<file path="src/rtl/ysyx_24080014_lsu.sv">
// ysyx_24080014_lsu -- load/store unit between execute and the data bus.
//
// Accepts one load or store at a time, issues a single word-aligned bus
// transaction, aligns and extends load data, and pulses mem_ready for one
// cycle when the access completes (lsu_err qualifies that pulse).
//
// Ports:
//   clk, rst                 clock, asynchronous active-high reset
//   ld_en, st_en             load / store request (held until mem_ready)
//   funct3, addr, st_data    RV32 width code, byte address, store data
//   req_ready                high while idle
//   mem_ready, ld_data       completion pulse and extended load result
//   lsu_err                  misaligned, illegal funct3, bus error or timeout
//   bus_req_valid/ready      request handshake
//   bus_addr, bus_wen        word address, write enable
//   bus_wdata, bus_wmask     lane-shifted write data and byte enables
//   bus_resp_valid, bus_rdata, bus_resp_err   response channel
//
// Optional feature (macro LSU_PERF_EN): adds perf_ld_cnt, perf_st_cnt and
// perf_wait_cnt performance counters.

module ysyx_24080014_lsu #(
  parameter int TIMEOUT_CYCLES = 255,
  parameter int TO_W           = 8
) (
  input  logic        clk,
  input  logic        rst,
  input  logic        ld_en,
  input  logic        st_en,
  input  logic [2:0]  funct3,
  input  logic [31:0] addr,
  input  logic [31:0] st_data,
  output logic        req_ready,
  output logic        mem_ready,
  output logic [31:0] ld_data,
  output logic        lsu_err,
  output logic        bus_req_valid,
  input  logic        bus_req_ready,
  output logic [31:0] bus_addr,
  output logic        bus_wen,
  output logic [31:0] bus_wdata,
  output logic [3:0]  bus_wmask,
  input  logic        bus_resp_valid,
  input  logic [31:0] bus_rdata,
  input  logic        bus_resp_err
`ifdef LSU_PERF_EN
  ,
  output logic [31:0] perf_ld_cnt,
  output logic [31:0] perf_st_cnt,
  output logic [31:0] perf_wait_cnt
`endif
);

  typedef enum logic [1:0] {S_IDLE, S_REQ, S_WAIT, S_DONE} state_t;

  localparam logic [TO_W-1:0] TO_LIMIT = TO_W'(TIMEOUT_CYCLES);

  state_t          state;
  logic            is_load;
  logic [2:0]      op_funct3;
  logic [1:0]      op_off;
  logic [TO_W-1:0] to_cnt;
  logic [TO_W-1:0] to_cnt_inc;

  logic            dec_err;
  logic [3:0]      wmask_dec;
  logic [31:0]     wdata_dec;
  logic [7:0]      sel_byte;
  logic [15:0]     sel_half;
  logic [31:0]     ld_ext;

  assign to_cnt_inc = to_cnt + 1'b1;

  // Decode the incoming request; a load takes priority when both enables are high.
  always_comb begin
    dec_err   = 1'b0;
    wmask_dec = 4'b0000;
    wdata_dec = st_data << {addr[1:0], 3'b000};
    if (ld_en) begin
      case (funct3)
        3'b000, 3'b100: dec_err = 1'b0;
        3'b001, 3'b101: dec_err = addr[0];
        3'b010:         dec_err = (addr[1:0] != 2'b00);
        default:        dec_err = 1'b1;
      endcase
    end else begin
      case (funct3)
        3'b000: wmask_dec = 4'b0001 << addr[1:0];
        3'b001: begin
          dec_err   = addr[0];
          wmask_dec = 4'b0011 << addr[1:0];
        end
        3'b010: begin
          dec_err   = (addr[1:0] != 2'b00);
          wmask_dec = 4'b1111;
        end
        default: dec_err = 1'b1;
      endcase
    end
  end

  // Pick the addressed byte/half out of the read word and extend it.
  always_comb begin
    case (op_off)
      2'd1:    sel_byte = bus_rdata[15:8];
      2'd2:    sel_byte = bus_rdata[23:16];
      2'd3:    sel_byte = bus_rdata[31:24];
      default: sel_byte = bus_rdata[7:0];
    endcase
    sel_half = op_off[1] ? bus_rdata[31:16] : bus_rdata[15:0];
    case (op_funct3)
      3'b000:  ld_ext = {{24{sel_byte[7]}}, sel_byte};
      3'b001:  ld_ext = {{16{sel_half[15]}}, sel_half};
      3'b100:  ld_ext = {24'h0, sel_byte};
      3'b101:  ld_ext = {16'h0, sel_half};
      default: ld_ext = bus_rdata;
    endcase
  end

  // Control FSM with every output registered.
  always_ff @(posedge clk or posedge rst) begin
    if (rst) begin
      state         <= S_IDLE;
      is_load       <= 1'b0;
      op_funct3     <= 3'b000;
      op_off        <= 2'b00;
      to_cnt        <= '0;
      req_ready     <= 1'b1;
      mem_ready     <= 1'b0;
      ld_data       <= 32'h0;
      lsu_err       <= 1'b0;
      bus_req_valid <= 1'b0;
      bus_addr      <= 32'h0;
      bus_wen       <= 1'b0;
      bus_wdata     <= 32'h0;
      bus_wmask     <= 4'b0000;
`ifdef LSU_PERF_EN
      perf_ld_cnt   <= 32'h0;
      perf_st_cnt   <= 32'h0;
      perf_wait_cnt <= 32'h0;
`endif
    end else begin
      case (state)
        S_IDLE: begin
          if (ld_en || st_en) begin
            is_load   <= ld_en;
            op_funct3 <= funct3;
            op_off    <= addr[1:0];
            req_ready <= 1'b0;
            if (dec_err) begin
              // Decode errors complete without touching the bus.
              state     <= S_DONE;
              mem_ready <= 1'b1;
              lsu_err   <= 1'b1;
              ld_data   <= 32'h0;
            end else begin
              state         <= S_REQ;
              bus_req_valid <= 1'b1;
              bus_addr      <= {addr[31:2], 2'b00};
              bus_wen       <= ~ld_en;
              bus_wdata     <= ld_en ? 32'h0 : wdata_dec;
              bus_wmask     <= ld_en ? 4'b0000 : wmask_dec;
            end
          end
        end
        S_REQ: begin
          if (bus_req_ready) begin
            bus_req_valid <= 1'b0;
            to_cnt        <= '0;
            state         <= S_WAIT;
          end
        end
        S_WAIT: begin
          // A response in the timeout cycle takes precedence over the timeout.
          if (bus_resp_valid) begin
            state     <= S_DONE;
            mem_ready <= 1'b1;
            lsu_err   <= bus_resp_err;
            ld_data   <= (is_load && !bus_resp_err) ? ld_ext : 32'h0;
          end else if (to_cnt_inc == TO_LIMIT) begin
            to_cnt    <= to_cnt_inc;
            state     <= S_DONE;
            mem_ready <= 1'b1;
            lsu_err   <= 1'b1;
            ld_data   <= 32'h0;
          end else begin
            to_cnt <= to_cnt_inc;
          end
        end
        S_DONE: begin
          // Requests still held high here are not re-accepted until IDLE.
          state     <= S_IDLE;
          mem_ready <= 1'b0;
          lsu_err   <= 1'b0;
          ld_data   <= 32'h0;
          req_ready <= 1'b1;
        end
        default: state <= S_IDLE;
      endcase
`ifdef LSU_PERF_EN
      if (state == S_REQ || state == S_WAIT) begin
        perf_wait_cnt <= perf_wait_cnt + 32'd1;
      end
      if (state == S_DONE && !lsu_err) begin
        if (is_load) begin
          perf_ld_cnt <= perf_ld_cnt + 32'd1;
        end else begin
          perf_st_cnt <= perf_st_cnt + 32'd1;
        end
      end
`endif
    end
  end

endmodule
</file>
<file path="config.mk">
export PLATFORM = sky130hd
export DESIGN_NAME = ysyx_24080014_lsu
export DESIGN_NICKNAME = d
export VERILOG_FILES = /design/src/rtl/ysyx_24080014_lsu.sv
export SDC_FILE = /design/constraint.sdc
export NUM_CORES = 1
export LEC_CHECK = 0
export CORE_ASPECT_RATIO = 1.1
export CORE_MARGIN = 2
export CORE_UTILIZATION = 49
export DETAILED_ROUTE_END_ITERATION = 10
export MAX_ROUTING_LAYER = met4
export PLACE_DENSITY_LB_ADDON = 0.08
export SETUP_SLACK_MARGIN = 0.1
export SLEW_MARGIN = 10
export SYNTH_ARGS = -nofsm -noshare
export SYNTH_HDL_FRONTEND = slang
export SYNTH_SLANG_ARGS = --single-unit
</file>
<file path="constraint.sdc">
create_clock -name clk -period 5.9 [get_ports clk]
set_input_delay 0.885 -clock clk [delete_from_list [all_inputs] [get_ports clk]]
set_output_delay 0.885 -clock clk [all_outputs]
set_load 0.005 [all_outputs]
</file>
==> results of run 1 <==
critical path: cells and delay by family:
kind / cells / cell delay [ns]
buf+inv: 1 / 1.13
compound gates: 4 / 1.95
simple gates: 1 / 0.29
where the power goes:
part / switching, mW / internal [mW] / total (mW)
clock network: 0.403 / 0.630 / 1.03
logic: 0.632 / 0.868 / 1.50
registers: 0.243 / 1.11 / 1.36
total: 1.28 / 2.61 / 3.89
cells in the final DEF, fill, tap and decap left out, drive strengths merged, types with 14 or more instances in the layout:
| cell type | count |
|---|---|
| dfrtp | 118 |
| clkdlybuf4s50 | 207 |
| o2bb2ai | 22 |
| o21ai | 39 |
| nor2 | 14 |
| nand2 | 59 |
| a21oi | 15 |
| inv | 23 |
| mux2i | 29 |
| clkbuf | 17 |
| nor2b | 30 |
| mux2 | 35 |
routing by layer:
metal | GRT usage | vias to the layer above | share of wire
li1 | - | 2365 | -
met1 | 0.331 | 2443 | 0.43
met2 | 0.424 | 168 | 0.49
met3 | 0.0656 | 22 | 0.062
met5 | - | - | 0
met4 | 0.0817 | 0 | 0.018
layout make-up:
class | count | area, µm²
multi-input combinational | 371 | 2610
clock buffer | 17 | 425
inverter | 17 | 66.3
sequential | 119 | 2980
timing repair buffer | 211 | 2100
clock inverter | 15 | 168
fill | 866 | 3010
tap | 150 | 188
metrics by stage:
stage               power [mW]  worst slack (ns)  utilization  cell area [µm²]
floorplan                 2.08              1.86            -             5840
global placement          2.81              1.72        0.688             7940
detailed placement        2.86              1.61        0.688             7940
CTS                       3.91              1.96        0.740             8540
global route              4.11              1.73        0.740             8540
finish                    3.89              1.96        0.740             8540
synth_stat cells (2+ instances only):
cell,number
buf_4,3
a211oi_1,8
a22o_1,13
nand3_1,4
or2_2,2
clkbuf_1,15
a211o_1,8
a31oi_1,8
xnor2_1,2
o22a_1,4
and3_1,3
nand2_1,59
o21ai_0,29
o31ai_1,13
buf_1,5
dfrtp_1,118
mux2_2,34
mux2i_1,29
a21oi_1,15
buf_2,17
or3_1,2
o221ai_1,6
o211ai_2,2
nor2b_1,30
nand2b_1,11
o2bb2ai_1,22
ha_1,6
nor2_1,14
a21boi_0,7
o21ai_1,10
or4_1,2
inv_1,17
nor3_1,10
final timing paths:
kind	end	startpoint
max	ld_data[31]	ld_en
min	bus_wmask[1]	bus_wmask[1]
max reg2reg	ld_data[31]	state[0]
min reg2reg	bus_wmask[1]	bus_wmask[1]
max in group asynchronous	bus_wdata[2]	rst
min in group asynchronous	bus_addr[14]	rst
cells by family (layout without fill, tap and decap cells):
family / Yosys count / count (layout) / synth area share
compound gates: 157 / 157 / 0.193
flops: 119 / 119 / 0.510
mux: 64 / 64 / 0.117
xor+xnor: 2 / 2 / 0.00300
fa+ha+maj: 6 / 6 / 0.0129
buf+inv: 58 / 260 / 0.0441
other cells: 1 / 2 / 0.000642
simple gates: 140 / 140 / 0.119
registers in the layout, summed over array words and instances (netlist names):
register / count
mem_ready: 1
bus_wmask: 4
ld_data: 32
lsu_err: 1
op_off: 2
req_ready: 1
op_funct3: 3
bus_req_valid: 1
state: 2
bus_wdata: 32
bus_addr: 30
to_cnt: 8
is_load: 1
bus_wen: 1
==> results.toml, run 1 <==
[synth]
synth_edf_count = 0
yosysWarnings = 0
synth_cell_types = 52
async_flop_share = 1.00
netlist_instances = 547
syn_area_um2 = 5840
ys_ff_latch = 119
yosysTopAreaCell = "dfrtp_1"
ys_seq_area_frac = 0.510
yosys-top-cells-area = "dfrtp_1 (51%), mux2_2 (6.6%), mux2i_1 (5.0%)"
synthFlopType = "dfrtp_1"
synth_top_area_share = 0.506
synth.avg_cell_area_um2 = 10.7

[global_route]
grt_pass1_wl_mm = 25.7
antenna_found_initial = 0
overflow = 0
grt_usage = 0.264
grt_max_degree = 90
grt_pass1_vias = 5083

[timing]
timing.fmax_mhz = 254
holdWs_ns = 0.473
finalCriticalPeriod_ns = 3.94
setup_viol = 0
fin_setup_tns_ns = 0
post-route-period-util = 0.668
relSlewSlack = 0.329
skew_ns = 0.00752
slew_viol_final = 0
final-hold-violation-count = 0
tightestPinTransition_ns = 1.00
rsz0062_at_grt = "no"

[final_layout]
area_growth_syn_to_layout_pct = 46.1
finalNonFillerCells = 900
drive_above_1_share = 0.107
finalNetCount = 849
n_antenna_cell = 0

[clock_network]
cts_tree = "done"
cts_root_buf = "clkbuf_16"
holdBufCountCts = 0
cts.clk_slew.worst_paths_ns = 0.06
clock_latency_ns = 0.41
clockBufferDepth = 2
cts_resized = 0
cts_buffers = 17
htreeDepth = 4
cts_setup_buffers = 0
cts_num_sinks = 119

[run_status]
status = "complete, no violations"

[power]
power_density_nw_per_um2 = 455
ir_drop_mv = 0.268
leakage_nw = 3.62

[routing]
drtAntennaViolNets = 0
detail_route.vias_per_cell = 5.55
dr.pass1.iters = 4
wl_per_cell_um = 17.7
drt_iter0_drc = 239
drc = 0
vias = 4998
routed_wl_mm = 16.0

[critical_path]
cp-end-kind = "register"
arrival_ns = 4.26
r2r_cells = 6
cp_slowest_cell = "clkdlybuf4s50_1"
worstPathRequired_ns = 6.22
critPathMaxFanout = 26
critPathLaunchType = "primary input"
reg2reg_setup_slack_ns = 3.10
crit_chain = "clkdlybuf4s50_1, nor2_1, a311o_1, a21boi_1, o221ai_2, o2bb2ai_1"
criticalPathCategory = "in -> reg"
max_stage_delay_ns = 1.13

[placement]
place_congestion = 0.882
dp_hpwl_mm = 11.2
io_buffers = 208
dp_cells = 868

[worst_hold_path]
whs_path_depth = 2
hold_path_class = "reg -> reg"

[die]
start_util = 0.506
rows = 41
die_h_um = 119
core_um2 = 11500
die_w_um = 108
io_pins = 211
dieArea_um2 = 12800

[run]
timing.max_cap.violations = 0
(Power assumes the default switching activity.)
==> run 2, diff against run 1 <==
Settings changed: CORE_UTILIZATION 49 to 41.
Clock period 5.9 ns to 3.4 ns, I/O delays scaled along.
==> results.toml, run 2 (synthesized netlist as in run 1, its figures left out) <==
[run_status]
status = "complete, no violations"

[die]
die_w_um = 118
core_um2 = 13900
start_util = 0.422
io_pins = 211
dieArea_um2 = 15200
die_h_um = 129
rows = 45

[clock_network]
cts_root_buf = "clkbuf_16"
clock_latency_ns = 0.41
cts_setup_buffers = 0
cts_num_sinks = 119
cts_buffers = 17
holdBufCountCts = 0
cts.clk_slew.worst_paths_ns = 0.05
cts_tree = "done"
htreeDepth = 4
clockBufferDepth = 2
cts_resized = 0

[routing]
drt_iter0_drc = 282
wl_per_cell_um = 17.1
drc = 0
vias = 4981
detail_route.vias_per_cell = 5.27
drtAntennaViolNets = 0
dr.pass1.iters = 4
routed_wl_mm = 16.1

[placement]
dp_cells = 914
dp_hpwl_mm = 11.6
place_congestion = 0.840
io_buffers = 208

[timing]
post-route-period-util = 0.780
slew_viol_final = 0
relSlewSlack = 0.388
fin_setup_tns_ns = 0
holdWs_ns = 0.385
skew_ns = 0.00469
tightestPinTransition_ns = 0.918
setup_viol = 0
finalCriticalPeriod_ns = 2.65
timing.fmax_mhz = 377
rsz0062_at_grt = "no"
final-hold-violation-count = 0

[critical_path]
arrival_ns = 2.95
r2r_cells = 7
cp-end-kind = "register"
critPathMaxFanout = 62
reg2reg_setup_slack_ns = 0.85
critPathLaunchType = "primary input"
rr_endpoint = "ld_data[20]"
endpoint = "bus_addr[30]"
critPathLaunch = "funct3[2]"
worstPathRequired_ns = 3.69
criticalPathCategory = "in -> reg"
r2r_start = "to_cnt[0]"

[global_route]
grt_pass1_vias = 5154
grt_usage = 0.223
antenna_found_initial = 0
grt_pass1_wl_mm = 26.1
grt_max_degree = 78
overflow = 0

[power]
ir_drop_mv = 0.438
total_power_mw = 6.80
leakage_nw = 3.69
power_density_nw_per_um2 = 785

[final_layout]
regArea_um2 = 2980
n_antenna_cell = 0
fill_cells = 1182
reg_top3 = "bus_wdata: 32 flops, ld_data: 32 flops, bus_addr: 30 flops"
finalNetCount = 857
area_growth_syn_to_layout_pct = 48.5
final_common_cell = "clkdlybuf4s50_1"
multiInputGateArea_um2 = 2610
drive_above_1_share = 0.114
final_cell_mix = "clkdlybuf4s50_1 (207), dfrtp_1 (118), nand2_1 (59)"
fin_util = 0.626
finalNonFillerCells = 945

[run]
timing.max_cap.violations = 0

[worst_hold_path]
hold_path_class = "in -> async"
run 2: cell count changes in the layout (fill, tap and decap cells not counted):
cell / change
buf_12: +1
buf_4: +7
bufinv_16: +1
clkbuf_1: +1
clkbuf_8: +4
clkinv_2: +5
clkinv_4: -2
clkinvlp_4: -3
inv_4: -1
inv_6: -6
run 2: stage by stage:
stage / setup WS, ns / cell area (µm²)
final: 0.747 / 8670
after global routing: 0.557 / 8670
after CTS: 0.722 / 8670
after detailed placement: 0.289 / 8060
after global placement: 0.351 / 8060
after floorplan: 1.36 / 5850
run 2: area by class of cell:
class | count | share of cell area
inverter | 17 | 0.00779
tap | 188 | 0.0271
clock buffer | 22 | 0.0558
timing repair buffer | 219 | 0.251
multi-input combinational | 371 | 0.301
sequential | 119 | 0.344
clock inverter | 9 | 0.0141
run 2: worst min-delay path by stage:
stage / from / slack (ns) / to / depth (start not counted)
after floorplan: to_cnt[7] / 0.44 / to_cnt[7] / 1
after global placement: bus_wdata[22] / 0.46 / bus_wdata[22] / 2
after detailed placement: to_cnt[7] / 0.47 / to_cnt[7] / 1
after CTS: rst / 0.38 / ld_data[18] / 2
after global routing: rst / 0.38 / ld_data[18] / 2
final: rst / 0.39 / ld_data[31] / 2
run 2: report_power, final:
part / internal, mW / total, mW / switching (mW)
clock: 1.22 / 1.84 / 0.619
combinational: 1.53 / 2.64 / 1.11
sequential: 1.93 / 2.33 / 0.393
run 2: metal layers:
metal / track usage / wire length, µm
met1: 0.282 / 7190
met5: - / 0
met2: 0.343 / 7510
met4: 0.0843 / 416
met3: 0.0616 / 1010
run 2: critical path, cell delays in order:
cell	delay [ns]
clkdlybuf4s50_1	0.55
nand2b_1	0.10
a31oi_1	0.31
or2_4	0.65
buf_4	0.41
mux2_2	0.37
